--- src/rtl/reg_write_arbiter.sv ---
// Round-robin write-port controller for one shared datapath register.
// A winner is latched in IDLE and committed to q on the following WRITE cycle.
module reg_write_arbiter #(
    parameter int DATAWIDTH = 8,
    parameter int NUM_REQ   = 4,
    localparam int IDW      = $clog2(NUM_REQ)
) (
    input  logic                         Clk,
    input  logic                         Rst,
    input  logic [NUM_REQ-1:0]           req,
    input  logic [NUM_REQ*DATAWIDTH-1:0] wr_data,
    output logic [NUM_REQ-1:0]           grant,
    output logic [NUM_REQ-1:0]           ack,
    output logic [DATAWIDTH-1:0]         q,
    output logic                         q_valid,
    output logic [IDW-1:0]               last_id,
    output logic                         busy
);

    typedef enum logic {S_IDLE, S_WRITE} state_t;

    state_t               r_state;
    state_t               w_next_state;
    logic [IDW-1:0]       r_ptr;
    logic [IDW-1:0]       r_hold_id;
    logic [DATAWIDTH-1:0] r_hold_data;
    logic [NUM_REQ-1:0]   r_grant;
    logic [DATAWIDTH-1:0] r_q;
    logic                 r_q_valid;
    logic [IDW-1:0]       r_last_id;

    logic                 w_found;
    logic [IDW-1:0]       w_win;
    logic [IDW:0]         w_idx;
    logic [IDW:0]         w_ptr_inc;
    logic [IDW-1:0]       w_ptr_next;
    logic [NUM_REQ-1:0]   w_onehot;
    logic [DATAWIDTH-1:0] w_slice;
    logic                 w_load;
    logic                 w_commit;

    // Rotating search starting at r_ptr; index wraps without a power-of-2 mask.
    always_comb begin
        w_found = 1'b0;
        w_win   = '0;
        w_idx   = '0;
        for (int k = 0; k < NUM_REQ; k++) begin
            w_idx = {1'b0, r_ptr} + (IDW+1)'(k);
            if (w_idx >= (IDW+1)'(NUM_REQ))
                w_idx = w_idx - (IDW+1)'(NUM_REQ);
            if (!w_found && req[w_idx[IDW-1:0]]) begin
                w_found = 1'b1;
                w_win   = w_idx[IDW-1:0];
            end
        end
    end

    always_comb begin
        w_ptr_inc  = {1'b0, r_hold_id} + (IDW+1)'(1);
        w_ptr_next = w_ptr_inc[IDW-1:0];
        if (w_ptr_inc >= (IDW+1)'(NUM_REQ))
            w_ptr_next = '0;
    end

    assign w_onehot = NUM_REQ'(1) << w_win;
    assign w_slice  = wr_data[w_win*DATAWIDTH +: DATAWIDTH];

    always_comb begin
        w_next_state = r_state;
        w_load       = 1'b0;
        w_commit     = 1'b0;
        unique case (r_state)
            S_IDLE: begin
                if (w_found) begin
                    w_load       = 1'b1;
                    w_next_state = S_WRITE;
                end
            end
            S_WRITE: begin
                w_commit     = 1'b1;
                w_next_state = S_IDLE;
            end
            default: w_next_state = S_IDLE;
        endcase
    end

    always_ff @(posedge Clk) begin
        if (Rst)
            r_state <= S_IDLE;
        else
            r_state <= w_next_state;
    end

    always_ff @(posedge Clk) begin
        if (Rst) begin
            r_ptr       <= '0;
            r_hold_id   <= '0;
            r_hold_data <= '0;
            r_grant     <= '0;
            r_q         <= '0;
            r_q_valid   <= 1'b0;
            r_last_id   <= '0;
        end else begin
            r_grant <= w_load ? w_onehot : '0;
            if (w_load) begin
                r_hold_id   <= w_win;
                r_hold_data <= w_slice;
            end
            if (w_commit) begin
                r_q       <= r_hold_data;
                r_last_id <= r_hold_id;
                r_q_valid <= 1'b1;
                r_ptr     <= w_ptr_next;
            end
        end
    end

    // ack is by definition the same pulse as grant.
    assign grant   = r_grant;
    assign ack     = r_grant;
    assign q       = r_q;
    assign q_valid = r_q_valid;
    assign last_id = r_last_id;
    assign busy    = (r_state == S_WRITE);

endmodule

--- config.mk ---
export PLATFORM = sky130hd
export DESIGN_NAME = reg_write_arbiter
export DESIGN_NICKNAME = d
export VERILOG_FILES = /design/src/rtl/reg_write_arbiter.sv
export SDC_FILE = /design/constraint.sdc
export NUM_CORES = 1
export LEC_CHECK = 0
export BUFFER_PORTS_ARGS = -buffer_cell sky130_fd_sc_hd__buf_2
export CAP_MARGIN = 25
export CORE_ASPECT_RATIO = 1.75
export CORE_MARGIN = 2
export CORE_UTILIZATION = 41
export DETAILED_ROUTE_END_ITERATION = 16
export PLACE_DENSITY = 0.74
export SLEW_MARGIN = 20
export SYNTH_ARGS = -nofsm -noshare
export SYNTH_HDL_FRONTEND = slang
export SYNTH_SLANG_ARGS = --single-unit
--- constraint.sdc ---
create_clock -name Clk -period 1.3 [get_ports Clk]
set_input_delay 0.26 -clock Clk [delete_from_list [all_inputs] [get_ports Clk]]
set_output_delay 0.26 -clock Clk [all_outputs]
set_load 0.01 [all_outputs]
### Word level (Yosys, flattened, before mapping)

Cells that the tools add are included.

* output and inout port bits: 20
* register bits after elaboration: 28
* input port bits: 38

* multiplexer cells: 25
* add/subtract/negate cells: 8
* shifts and indexed selects: 2
* reductions and logical operators: 7
* $lt $le $gt $ge: 9
* bitwise operators: 2

Operators by type and width (number)
* 32-bit by 6-bit indexed part select with 8-bit output: 1
* 2-bit two-way mux: 9
* 3-bit greater-or-equal comparator (second input constant): 4
* 2-bit by 3-bit less-than comparator with 1-bit output (second input constant): 4
* 1-bit two-way mux: 11
* 1-bit binary-select mux with 2-bit select: 4
* 2-bit by 1-bit subtractor with 2-bit output (second input constant): 4
* 2-bit by 1-bit adder with 3-bit output (second input constant): 2
* 2-bit by 2-bit adder with 3-bit output (second input constant): 2
* 1-bit by 2-bit << shifter with 4-bit output (first input constant): 1
* 2-bit by 3-bit greater-or-equal comparator with 1-bit output (second input constant): 1
* 1-bit logical AND: 3
* 1-bit logical NOT: 3
* 1-bit NOT: 2
* 1-bit one-hot mux with 2 select lines: 1
* 2-bit OR reduction: 1

### Longest topological paths before layout

* depth in word-level cells: 18
* mapped depth: 6

### Worst setup path after synthesis

No wires, ideal clock.

* path kind: reg-to-reg
* from: register r_ptr[1]
* to: register r_hold_data[0]
* arrival time: 1348 ps
* setup slack: -132 ps
* data required time: 1216 ps
* cell stages (with the launch flop): 7
* path through: dfxtp_1 > mux2i_1 > o32ai_1 > or2_1 > nand2b_4 > buf_6 > o221ai_1

* longest elaborated chain between the ends: 16

RTL lines
* start, declared: RTL line 24 `logic [IDW-1:0] r_ptr;`
* start signal, assigned: RTL line 113 `r_ptr <= w_ptr_next;`
* branches (longest 16 deep; another with 2-bit by 1-bit adder with 3-bit output)
* end signal, assigned: RTL line 107 `r_hold_data <= w_slice;`
* end, declared: RTL line 26 `logic [DATAWIDTH-1:0] r_hold_data;`

Several ways; the timed one is not identified. The select of a mux whose other input is x is not followed.
A chain may end at the register's enable or synchronous reset.

### Worst setup path in the final report

* from: register r_ptr[1]
* to: register r_hold_data[4]

Same word-level chain as after synthesis.

==> results.sh <==
export IMPL_worst_ep_required_time_ps=1460
export IMPL_rows=27
export IMPL_skew_ps=3.30
export IMPL_status="complete, but fails checks"
export IMPL_synth_common_cells="30 x mux2i_1, 28 x dfxtp_1, 22 x nor2_1, 10 x nand2_1, 8 x o221ai_1"
export IMPL_numCtsBuffers=3
export IMPL_worstPathCellList="a21oi_4, o21ai_2, o2bb2a_4, clkbuf_16, mux2i_2, o221ai_1"
export IMPL_path_class="reg2reg"
export IMPL_dp_slack_ps=-256
export IMPL_die_area_um2=3630
export IMPL_cts_hold_fix_buffers=0
export IMPL_place_area_um2=1680
export IMPL_grt_pass1_wl_um=4720
export IMPL_cts_tree="built"
export IMPL_antenna_cells=0
export IMPL_grt_start_max_net_pins=17
export IMPL_hpwl_um=2500
export IMPL_tns_ps=-1230
export IMPL_syn_area_um2=1290
export IMPL_sw_frac_of_total=0.272
export IMPL_clkPwrFrac=0.287
export IMPL_grt_pass1_vias=1067
export IMPL_fin_ws_ps=-185
export IMPL_failed_checks="setup timing"
export IMPL_synth_edf_count=0
export IMPL_gr_total_overflow=0
export IMPL_combPwrFrac=0.258
export IMPL_switchingPower_uw=584
export IMPL_p_per_area_nw_per_um2=1130
export IMPL_synth_seq_cells=28
export IMPL_p_int_uw=1560
export IMPL_finalHoldViolCount=0
export IMPL_synthArstFlopShare=0
export IMPL_setup_violations=11
export IMPL_clk_pin_slew_ps=100
export IMPL_io_pins=58
export IMPL_drc=0
export IMPL_ant_nets=0
export IMPL_antenna_found_initial=0
export IMPL_finalPower_uw=2150
export IMPL_syn_nets=167
export IMPL_tightest_slew_ps=412
export IMPL_yosysWarningCount=0
export IMPL_nets=234
export IMPL_rsz0062_at_grt="yes"
export IMPL_syn_area_per_cell_um2=10.1
export IMPL_cp_max_fo=5
export IMPL_die_y_um=78.2
export IMPL_grtUsageTotal=0.178
export IMPL_holdCritPathClass="in2reg"
export IMPL_drtPass1Iterations=4
export IMPL_crit_path_max_incr_delay_ps=380
export IMPL_htreeDepth=1
export IMPL_synth_flop_cell="dfxtp_1"
export IMPL_synth_top_cell_area_share=0.435
export IMPL_via_count=1184
export IMPL_viasPerCell=5.00
export IMPL_dpl_cell_count=230
export IMPL_worstPathArrival_ps=1640
export IMPL_min_period_over_period=1.14
export IMPL_crit_path_top_delay_cell="dfxtp_4"
export IMPL_drtIter0Drc=18
export IMPL_cap_violations=0
export IMPL_place_gp_congestion=0.739
export IMPL_min_period_ps=1480
export IMPL_critPathLaunchType="flop"
export IMPL_drive_gt1_frac=0.521
export IMPL_core_region_area_um2=3070
export IMPL_wl_um=3420
export IMPL_port_buffers=57
export IMPL_syn_to_final_growth_pct=47.0
export IMPL_cts_buffer_depth=2
export IMPL_layoutNonFillerInstCount=237
export IMPL_slew_viol_final=0
export IMPL_syn_inst=128
export IMPL_clock_sinks=28
export IMPL_wl_per_cell_um=14.4
export IMPL_ys_types=21
export IMPL_yosysMostFrequentCell="mux2i_1"
export IMPL_seq_power_share=0.455
export IMPL_ir_drop_v=0.000789
export IMPL_fmax_ghz=0.673
export IMPL_slew_headroom=0.724
export IMPL_die_width_um=46.4
export IMPL_ys_top_cells_by_area="dfxtp_1 43%, mux2i_1 23%, nor2_1 6.4%, o221ai_1 5.4%, buf_4 2.9%"
export IMPL_synth_top_area_cell="dfxtp_1"
export IMPL_start_util=0.420
export IMPL_insertion_delay_ps=280
export IMPL_p_leak_uw=0.000881
export IMPL_critPathCaptureType="flop"
export IMPL_fin_area_um2=1900
export IMPL_yosysSeqAreaShare=0.435
export IMPL_clockRootBuffer="clkbuf_8"
sequential cells by signal, indices dropped and copies added (netlist names):
| name | cells |
|---|---|
| q | 8 |
| q_valid | 1 |
| ack | 4 |
| busy | 1 |
| last_id | 2 |
| r_hold_data | 8 |
| r_ptr | 2 |
| r_hold_id | 2 |
placed cells by master, fill, tap and decap left out, drive strengths merged:
| cell type | n |
|---|---|
| nand2b | 2 |
| nand2 | 10 |
| o21ai | 3 |
| nor4 | 1 |
| or2 | 1 |
| ha | 1 |
| inv | 4 |
| o221ai | 8 |
| nor2 | 22 |
| buf | 71 |
| mux2i | 30 |
| o32ai | 1 |
| nor3 | 1 |
| dfxtp | 28 |
| a21oi | 4 |
| a2111o | 1 |
| o2bb2a | 1 |
| clkbuf | 5 |
cells by family (layout without fill, tap and decap cells):
kind of cell    Yosys count  in the layout  share of synthesized area
compound gates           18             18                      0.113
fa+ha+maj                 1              1                    0.00970
buf+inv                  15             80                     0.0727
simple gates             36             37                      0.138
mux                      30             30                      0.233
flops                    28             28                      0.435
critical path, delay by kind of cell, from the launching register on:
kind / cells / cell delay [ps]
AO/OA/AOI/OAI: 4 / 580
flip-flops: 1 / 380
multiplexers: 1 / 230
buffers and inverters: 1 / 170
repair_timing:
action                     4_1_cts  5_1_grt
cloned                           0        2
pin swaps                        3        5
setup endpoints to repair        9       13
resized for setup                7       19
setup buffers                    0        1
cell type report:
| cell class | count | area [µm²] |
|---|---|---|
| clock buffer | 4 | 66.3 |
| fill | 259 | 1180 |
| inverter | 4 | 15.0 |
| multi-input combinational | 86 | 746 |
| sequential | 28 | 568 |
| tap | 43 | 53.8 |
| timing repair buffer | 72 | 448 |
per-layer routing:
metal,GRT usage,part of all wire,vias to the layer above
met5,0,0,-
met4,0.0800,0.027,0
met3,0.0207,0.031,9
met2,0.318,0.56,35
met1,0.194,0.39,561
li1,-,-,579
stage by stage:
step                hold WS, ps  utilization
global route                222        0.617
floorplan                   432            -
CTS                         230        0.577
finish                      229        0.617
detailed placement          457        0.545
global placement            445        0.545
path summary, 6_finish.rpt:
path / startpoint / to / slack (ps) / cells past startpoint
max reg2reg: r_ptr[1]$_SDFFE_PP0P_ / r_hold_data[4]$_SDFFE_PP0P_ / -180 / 6
min reg2reg: r_hold_data[7]$_SDFFE_PP0P_ / r_hold_data[7]$_SDFFE_PP0P_ / 480 / 2
max: r_ptr[1]$_SDFFE_PP0P_ / r_hold_data[4]$_SDFFE_PP0P_ / -180 / 6
min: Rst / q[0]$_SDFFE_PP0P_ / 230 / 2
power by group through the flow:
stage / registers (µW) / clock network [µW] / logic [µW]
final: 976 / 616 / 554
after global routing: 984 / 664 / 593
after CTS: 975 / 624 / 476
after detailed placement: 993 / 0 / 455
after global placement: 991 / 0 / 435
after floorplan: 996 / 0 / 260
Power figures use the tool's default switching activity.
